### src/rtl/booth_pkg.sv
// booth_pkg
//   Shared constants and types for the Booth multiply/accumulate slice.
//   - BOOTH_IN_W / BOOTH_PROD_W : multiplier operand and product widths.
//   - BOOTH_OUT_MAX / BOOTH_OUT_MIN : signed 64-bit saturation limits.
//   - state_t : accumulator FSM state (IDLE, ACCUM, OUT).
package booth_pkg;

  localparam int BOOTH_IN_W   = 32;
  localparam int BOOTH_PROD_W = 64;

  localparam logic [63:0] BOOTH_OUT_MAX = 64'h7FFF_FFFF_FFFF_FFFF;
  localparam logic [63:0] BOOTH_OUT_MIN = 64'h8000_0000_0000_0000;

  typedef enum logic [1:0] {
    IDLE  = 2'd0,
    ACCUM = 2'd1,
    OUT   = 2'd2
  } state_t;

endpackage

### src/rtl/booth_acc_narrow.sv
// booth_acc_narrow
//   Combinational narrowing of the wide accumulator to the emitted result.
//   Optional macro: BOOTH_MAC_SAT_EN (saturate on overflow instead of truncate).
//   Ports:
//     i_acc    [ACC_W-1:0]  accumulator value (two's complement)
//     i_wrap                sticky flag: accumulator add overflowed ACC_W
//     o_result [OUT_W-1:0]  narrowed result
//     o_ovf                 result not exactly representable in OUT_W
module booth_acc_narrow
  import booth_pkg::*;
#(
  parameter int ACC_W = 80,
  parameter int OUT_W = 64
) (
  input  logic [ACC_W-1:0] i_acc,
  input  logic             i_wrap,
  output logic [OUT_W-1:0] o_result,
  output logic             o_ovf
);

  logic w_range_ovf;

  // In range iff every bit from ACC_W-1 down to OUT_W-1 equals the sign bit.
  generate
    if (ACC_W > OUT_W) begin : g_range
      logic [ACC_W-OUT_W:0] w_top;
      assign w_top       = i_acc[ACC_W-1:OUT_W-1];
      assign w_range_ovf = !((&w_top) || !(|w_top));
    end else begin : g_no_range
      assign w_range_ovf = 1'b0;
    end
  endgenerate

  assign o_ovf = i_wrap | w_range_ovf;

`ifdef BOOTH_MAC_SAT_EN
  // A wrapped accumulator has the wrong sign bit, so the true sign is
  // the MSB flipped by the wrap flag.
  logic             w_neg;
  logic [OUT_W-1:0] w_max;
  logic [OUT_W-1:0] w_min;

  assign w_neg = i_acc[ACC_W-1] ^ i_wrap;
  assign w_max = {1'b0, {(OUT_W-1){1'b1}}};
  assign w_min = {1'b1, {(OUT_W-1){1'b0}}};

  always_comb begin
    o_result = i_acc[OUT_W-1:0];
    if (o_ovf) begin
      o_result = w_neg ? w_min : w_max;
    end
  end
`else
  assign o_result = i_acc[OUT_W-1:0];
`endif

endmodule

### src/rtl/booth_mac_acc.sv
// booth_mac_acc
//   Accumulates a burst of signed products delimited by first/last markers
//   and presents one registered result on a valid/ready output.
//   Optional macro: BOOTH_MAC_SAT_EN (see booth_acc_narrow).
//   Handshake: a transfer happens on a rising edge where valid && ready are
//   both 1; the sender holds its payload stable while valid=1 and ready=0.
//   in_ready depends only on FSM state (no path from out_ready).
//   Ports:
//     clk, rst                  clock, async active-high reset
//     in_valid/in_ready         product beat handshake
//     in_product [PROD_W-1:0]   signed product
//     in_first, in_last         burst delimiters
//     out_valid/out_ready       result handshake
//     out_result [OUT_W-1:0]    accumulated result
//     out_count  [CNT_W-1:0]    number of terms (saturating)
//     out_ovf                   result not exactly representable
//     dbg_state                 current FSM state (debug)
module booth_mac_acc
  import booth_pkg::*;
#(
  parameter int PROD_W = BOOTH_PROD_W,
  parameter int ACC_W  = 80,
  parameter int OUT_W  = 64,
  parameter int CNT_W  = 16
) (
  input  logic              clk,
  input  logic              rst,
  input  logic              in_valid,
  output logic              in_ready,
  input  logic [PROD_W-1:0] in_product,
  input  logic              in_first,
  input  logic              in_last,
  output logic              out_valid,
  input  logic              out_ready,
  output logic [OUT_W-1:0]  out_result,
  output logic [CNT_W-1:0]  out_count,
  output logic              out_ovf,
  output state_t            dbg_state
);

  state_t             r_state;
  state_t             w_state_nxt;
  logic [ACC_W-1:0]   r_acc;
  logic [CNT_W-1:0]   r_count;
  logic               r_wrap;
  logic [OUT_W-1:0]   r_out_result;
  logic [CNT_W-1:0]   r_out_count;
  logic               r_out_ovf;

  logic               w_accept;
  logic               w_load;
  logic [ACC_W-1:0]   w_prod_ext;
  logic [ACC_W-1:0]   w_sum;
  logic               w_add_ovf;
  logic [ACC_W-1:0]   w_acc_nxt;
  logic [CNT_W-1:0]   w_count_nxt;
  logic               w_wrap_nxt;
  logic [OUT_W-1:0]   w_narrow_result;
  logic               w_narrow_ovf;

  assign in_ready  = (r_state != OUT);
  assign out_valid = (r_state == OUT);
  assign w_accept  = in_valid && in_ready;
  assign dbg_state = r_state;

  // ---------------- FSM ----------------
  always_ff @(posedge clk or posedge rst) begin
    if (rst) begin
      r_state <= IDLE;
    end else begin
      r_state <= w_state_nxt;
    end
  end

  always_comb begin
    w_state_nxt = r_state;
    case (r_state)
      IDLE, ACCUM: begin
        if (w_accept) begin
          w_state_nxt = in_last ? OUT : ACCUM;
        end
      end
      OUT: begin
        if (out_ready) begin
          w_state_nxt = IDLE;
        end
      end
      default: w_state_nxt = IDLE;
    endcase
  end

  // ---------------- Datapath ----------------
  // A beat in IDLE always starts a burst; in_first in ACCUM restarts it.
  assign w_load     = (r_state == IDLE) || in_first;
  assign w_prod_ext = ACC_W'($signed(in_product));
  assign w_sum      = r_acc + w_prod_ext;
  assign w_add_ovf  = (r_acc[ACC_W-1] == w_prod_ext[ACC_W-1]) &&
                      (w_sum[ACC_W-1] != r_acc[ACC_W-1]);

  assign w_acc_nxt   = w_load ? w_prod_ext : w_sum;
  assign w_count_nxt = w_load ? CNT_W'(1)
                              : ((&r_count) ? r_count : r_count + CNT_W'(1));
  assign w_wrap_nxt  = w_load ? 1'b0 : (r_wrap | w_add_ovf);

  // Narrowing sees the accumulator value including the current beat, so the
  // result registers can load on the same edge that accepts the last beat.
  booth_acc_narrow #(
    .ACC_W (ACC_W),
    .OUT_W (OUT_W)
  ) u_narrow (
    .i_acc    (w_acc_nxt),
    .i_wrap   (w_wrap_nxt),
    .o_result (w_narrow_result),
    .o_ovf    (w_narrow_ovf)
  );

  always_ff @(posedge clk or posedge rst) begin
    if (rst) begin
      r_acc        <= '0;
      r_count      <= '0;
      r_wrap       <= 1'b0;
      r_out_result <= '0;
      r_out_count  <= '0;
      r_out_ovf    <= 1'b0;
    end else if (w_accept) begin
      r_acc   <= w_acc_nxt;
      r_count <= w_count_nxt;
      r_wrap  <= w_wrap_nxt;
      if (in_last) begin
        r_out_result <= w_narrow_result;
        r_out_count  <= w_count_nxt;
        r_out_ovf    <= w_narrow_ovf;
      end
    end
  end

  assign out_result = r_out_result;
  assign out_count  = r_out_count;
  assign out_ovf    = r_out_ovf;

endmodule

### config.mk
export PLATFORM = sky130hd
export DESIGN_NAME = booth_mac_acc
export DESIGN_NICKNAME = d
export VERILOG_FILES = /design/src/rtl/booth_pkg.sv /design/src/rtl/booth_acc_narrow.sv /design/src/rtl/booth_mac_acc.sv
export SDC_FILE = /design/constraint.sdc
export NUM_CORES = 1
export LEC_CHECK = 0
export CAP_MARGIN = 25
export CORE_MARGIN = 5
export CORE_UTILIZATION = 30
export CTS_CLUSTER_DIAMETER = 40
export DETAILED_ROUTE_END_ITERATION = 6
export PLACE_DENSITY = 0.47
export SETUP_SLACK_MARGIN = 0.3
export SLEW_MARGIN = 20
export SYNTH_ARGS = -nofsm -noshare
export SYNTH_HDL_FRONTEND = slang
export SYNTH_HIERARCHICAL = 1
export SYNTH_SLANG_ARGS = --single-unit
export TNS_END_PERCENT = 10
### constraint.sdc
create_clock -name clk -period 17.7 [get_ports clk]
set_clock_uncertainty 0.2 [all_clocks]
set_input_delay 3.54 -clock clk [delete_from_list [all_inputs] [get_ports clk]]
set_output_delay 3.54 -clock clk [all_outputs]
set_load 0.02 [all_outputs]
==> impl_metrics.toml <==
[worst_setup_path]
crit_fanout = 4
criticalPathCategory = "in2reg"
crit_arrival_ps = 8410
slowest_stage = "clkdlybuf4s50_1"
crit_top_cell = "a21o_1"
end_kind = "register"
cp.required_ps = 17870
worstSetupStartpointType = "primary input"
max_stage_delay_ps = 450
crit_family = "compound AO/OA/AOI/OAI gates"
path_cells = "clkdlybuf4s50_1 > ha_1 > fa_1 > a21o_1 > a221oi_2 > a211o_1 > nand3_1 > a21bo_2 > a31oi_1 > or2_2 > o21ai_1 > a21o_1 > xnor2_1 > o21ai_0 > and4_2 > nand4_1 > nor4_1 > a21oi_1 > mux2_2"
crit_buf_inv = 1

[sta]
slew_headroom = 0.327
rsz0062_at_grt = "no"
finalCritPeriodShare = 0.466
finalSetupViolCount = 0
fmax_mhz = 121
maxSlewViolCount = 0
fin_setup_tns_ps = 0
whs_ps = 282
worstMarginPinSlew_ps = 1010
hold_violations = 0
final.min_clock_period_ps = 8250

[clock_network]
postCtsHoldBufs = 0
clock_path_buffers = 2
cts-buffers-inserted = 17
h-tree-depth = 4
cts.sinks = 180
path_clk_slew_ps = 80
cts_resized = 0
insertion_delay_ps = 470
cts-root-buf = "clkbuf_16"
post_cts_buffers = 0
cts_tree = "done"

[finish]
regArea_sq_mm = 0.00450
final_util = 0.352
multiInputGateArea_sq_mm = 0.00790
drive_gt1_frac = 0.0900
syn2layout_area_growth_pct = 16.8
nNetsFinal = 1793
final.fill_count = 4652
antenna_cells = 0

[placement]
gp_congestion = 0.841
dp_hpwl_mm = 29.4
port_buffers = 154

[floorplan]
core_area_sq_mm = 0.0439
initial_core_util = 0.302
rows = 77
die_w_um = 220
boundaryPins = 155
fp.dieH_um = 220
dieArea_sq_mm = 0.0485

[logic_synthesis]
yosysWarnings = 6
synth_edf_count = 0
syn_area_per_cell_sq_um = 8.28
synth_cell_types = 76
post-synth-top-count-cell = "nand2_1"
synth_area_sq_mm = 0.0132
ys_ff_latch = 180
synth.area.top_cells = "dfrtp_1 (34%), nand2_1 (10%), ha_1 (7.6%)"
ys_seq_area_frac = 0.340
synthFlopType = "dfrtp_1"
synth_common_cells = "nand2_1 (363), dfrtp_1 (180), o21ai_0 (130)"
syn_inst = 1599
synth_top_area_cell = "dfrtp_1"
synth_nets = 1750
synthArstFlopShare = 1.00
synth_top_area_frac = 0.340

[pwr]
switching_power_mw = 0.914
power.leakage_nw = 6.73
ir_drop_uv = 73.1
p_sw_frac = 0.425
comb_power_share = 0.526
power_density_mw_per_mm2 = 139
p_clk_frac = 0.195
power.internal_mw = 1.24
seqPwrFrac = 0.280

[grt]
grt_pass1_vias = 11557
antenna_found_initial = 1
grt_pass1_wl_mm = 64.6
grt_max_degree = 115
grtUsageTotal = 0.168
grt-ovfl-total = 0

[routing]
antenna_left = 0
vias = 11338
routed_wl_mm = 40.3
firstDrtPassIters = 5
wl_per_cell_um = 17.9
dr.first_iter.drc_count = 620
drc = 0
viasPerCell = 5.05

[run_status]
status = "completed"

[min_path]
min_path_type = "reg2reg"

[job]
drv_cap = 0
-- layout make-up --
class	count	area share
flip-flops and latches	180	0.291
clock inverters	12	0.0108
repair buffers	161	0.104
well taps	592	0.0479
multi-input cells	1254	0.510
clock buffers	20	0.0289
inverters	28	0.00727
-- flip-flops by register name, indices dropped and copies added (netlist names) --
name / count
dbg_state: 2
out_result: 64
r_wrap: 1
out_ovf: 1
out_count: 16
r_acc: 80
r_count: 16
-- power by group through the flow --
| stage | Clock, mW | Combinational [mW] | Sequential, mW |
|---|---|---|---|
| after floorplan | 0 | 0.746 | 0.667 |
| after global placement | 0 | 1.13 | 0.608 |
| after detailed placement | 0 | 1.13 | 0.610 |
| after CTS | 0.434 | 1.14 | 0.603 |
| after global routing | 0.450 | 1.24 | 0.619 |
| final | 0.418 | 1.13 | 0.601 |
-- placed cells by master (no fill, tap or decap), drive strengths merged, types with 4 or more instances in the layout --
cell,n
a211oi,6
a21boi,6
a21o,40
a21oi,121
a31oi,30
and2,6
and3,10
and4,4
buf,7
clkbuf,20
clkdlybuf4s50,154
dfrtp,180
ha,80
inv,33
mux2,80
mux2i,7
nand2,363
nand2b,9
nand3,17
nand4,27
nor2,89
nor3,13
nor4,8
o211ai,7
o21a,12
o21ai,139
o21bai,18
o22ai,5
o31a,4
o31ai,19
or2,6
or4,6
xnor2,45
xor2,39
-- routing by layer --
| layer | track usage | share of wire | wire length (um) | up-vias |
|---|---|---|---|---|
| met2 | 0.277 | 0.47 | 18900 | 196 |
| li1 | - | - | - | 5647 |
| met4 | 0.0414 | 0.014 | 582 | 2 |
| met1 | 0.231 | 0.48 | 19300 | 5455 |
| met3 | 0.0305 | 0.035 | 1390 | 38 |
| met5 | 0 | 0.00050 | 20 | - |
-- path summary, 6_finish.rpt --
path	from	end	slack (ps)	cells past startpoint
max in group asynchronous	rst	r_count[12]$_DFFE_PP0P_	12540	4
min reg2reg	out_count[6]$_DFFE_PP0P_	out_count[6]$_DFFE_PP0P_	280	2
max	in_product[0]	out_ovf$_DFFE_PP0P_	9450	19
max reg2reg	r_acc[0]$_DFFE_PP0P_	out_ovf$_DFFE_PP0P_	12630	18
min	out_count[6]$_DFFE_PP0P_	out_count[6]$_DFFE_PP0P_	280	2
min in group asynchronous	rst	r_count[11]$_DFFE_PP0P_	3430	2
-- cells by family after synthesis --
family,after synthesis,share of synthesized area
and+or+nand+nor,568,0.183
AOI/OAI and AO/OA,434,0.205
DFF,180,0.340
buffers and inverters,165,0.0653
muxes,87,0.0733
xor gates and xnor gates,84,0.0555
adders and majority gates,81,0.0771
-- worst min-delay path: stages, from the launching register on --
cell and delay (ps):
dfrtp_1 350, nand2_1 50, o31ai_1 50
-- per-stage QoR --
step	setup WS, ps	total power, mW	std cells	area [sq um]
after CTS	9460	2.17	2246	15500
after detailed placement	8950	1.74	2214	14800
after floorplan	9070	1.41	1599	13200
final	9450	2.15	2247	15500
after global placement	8930	1.74	2214	14800
after global routing	9120	2.31	2247	15500
Note: power is estimated with default switching activity, not from simulation.
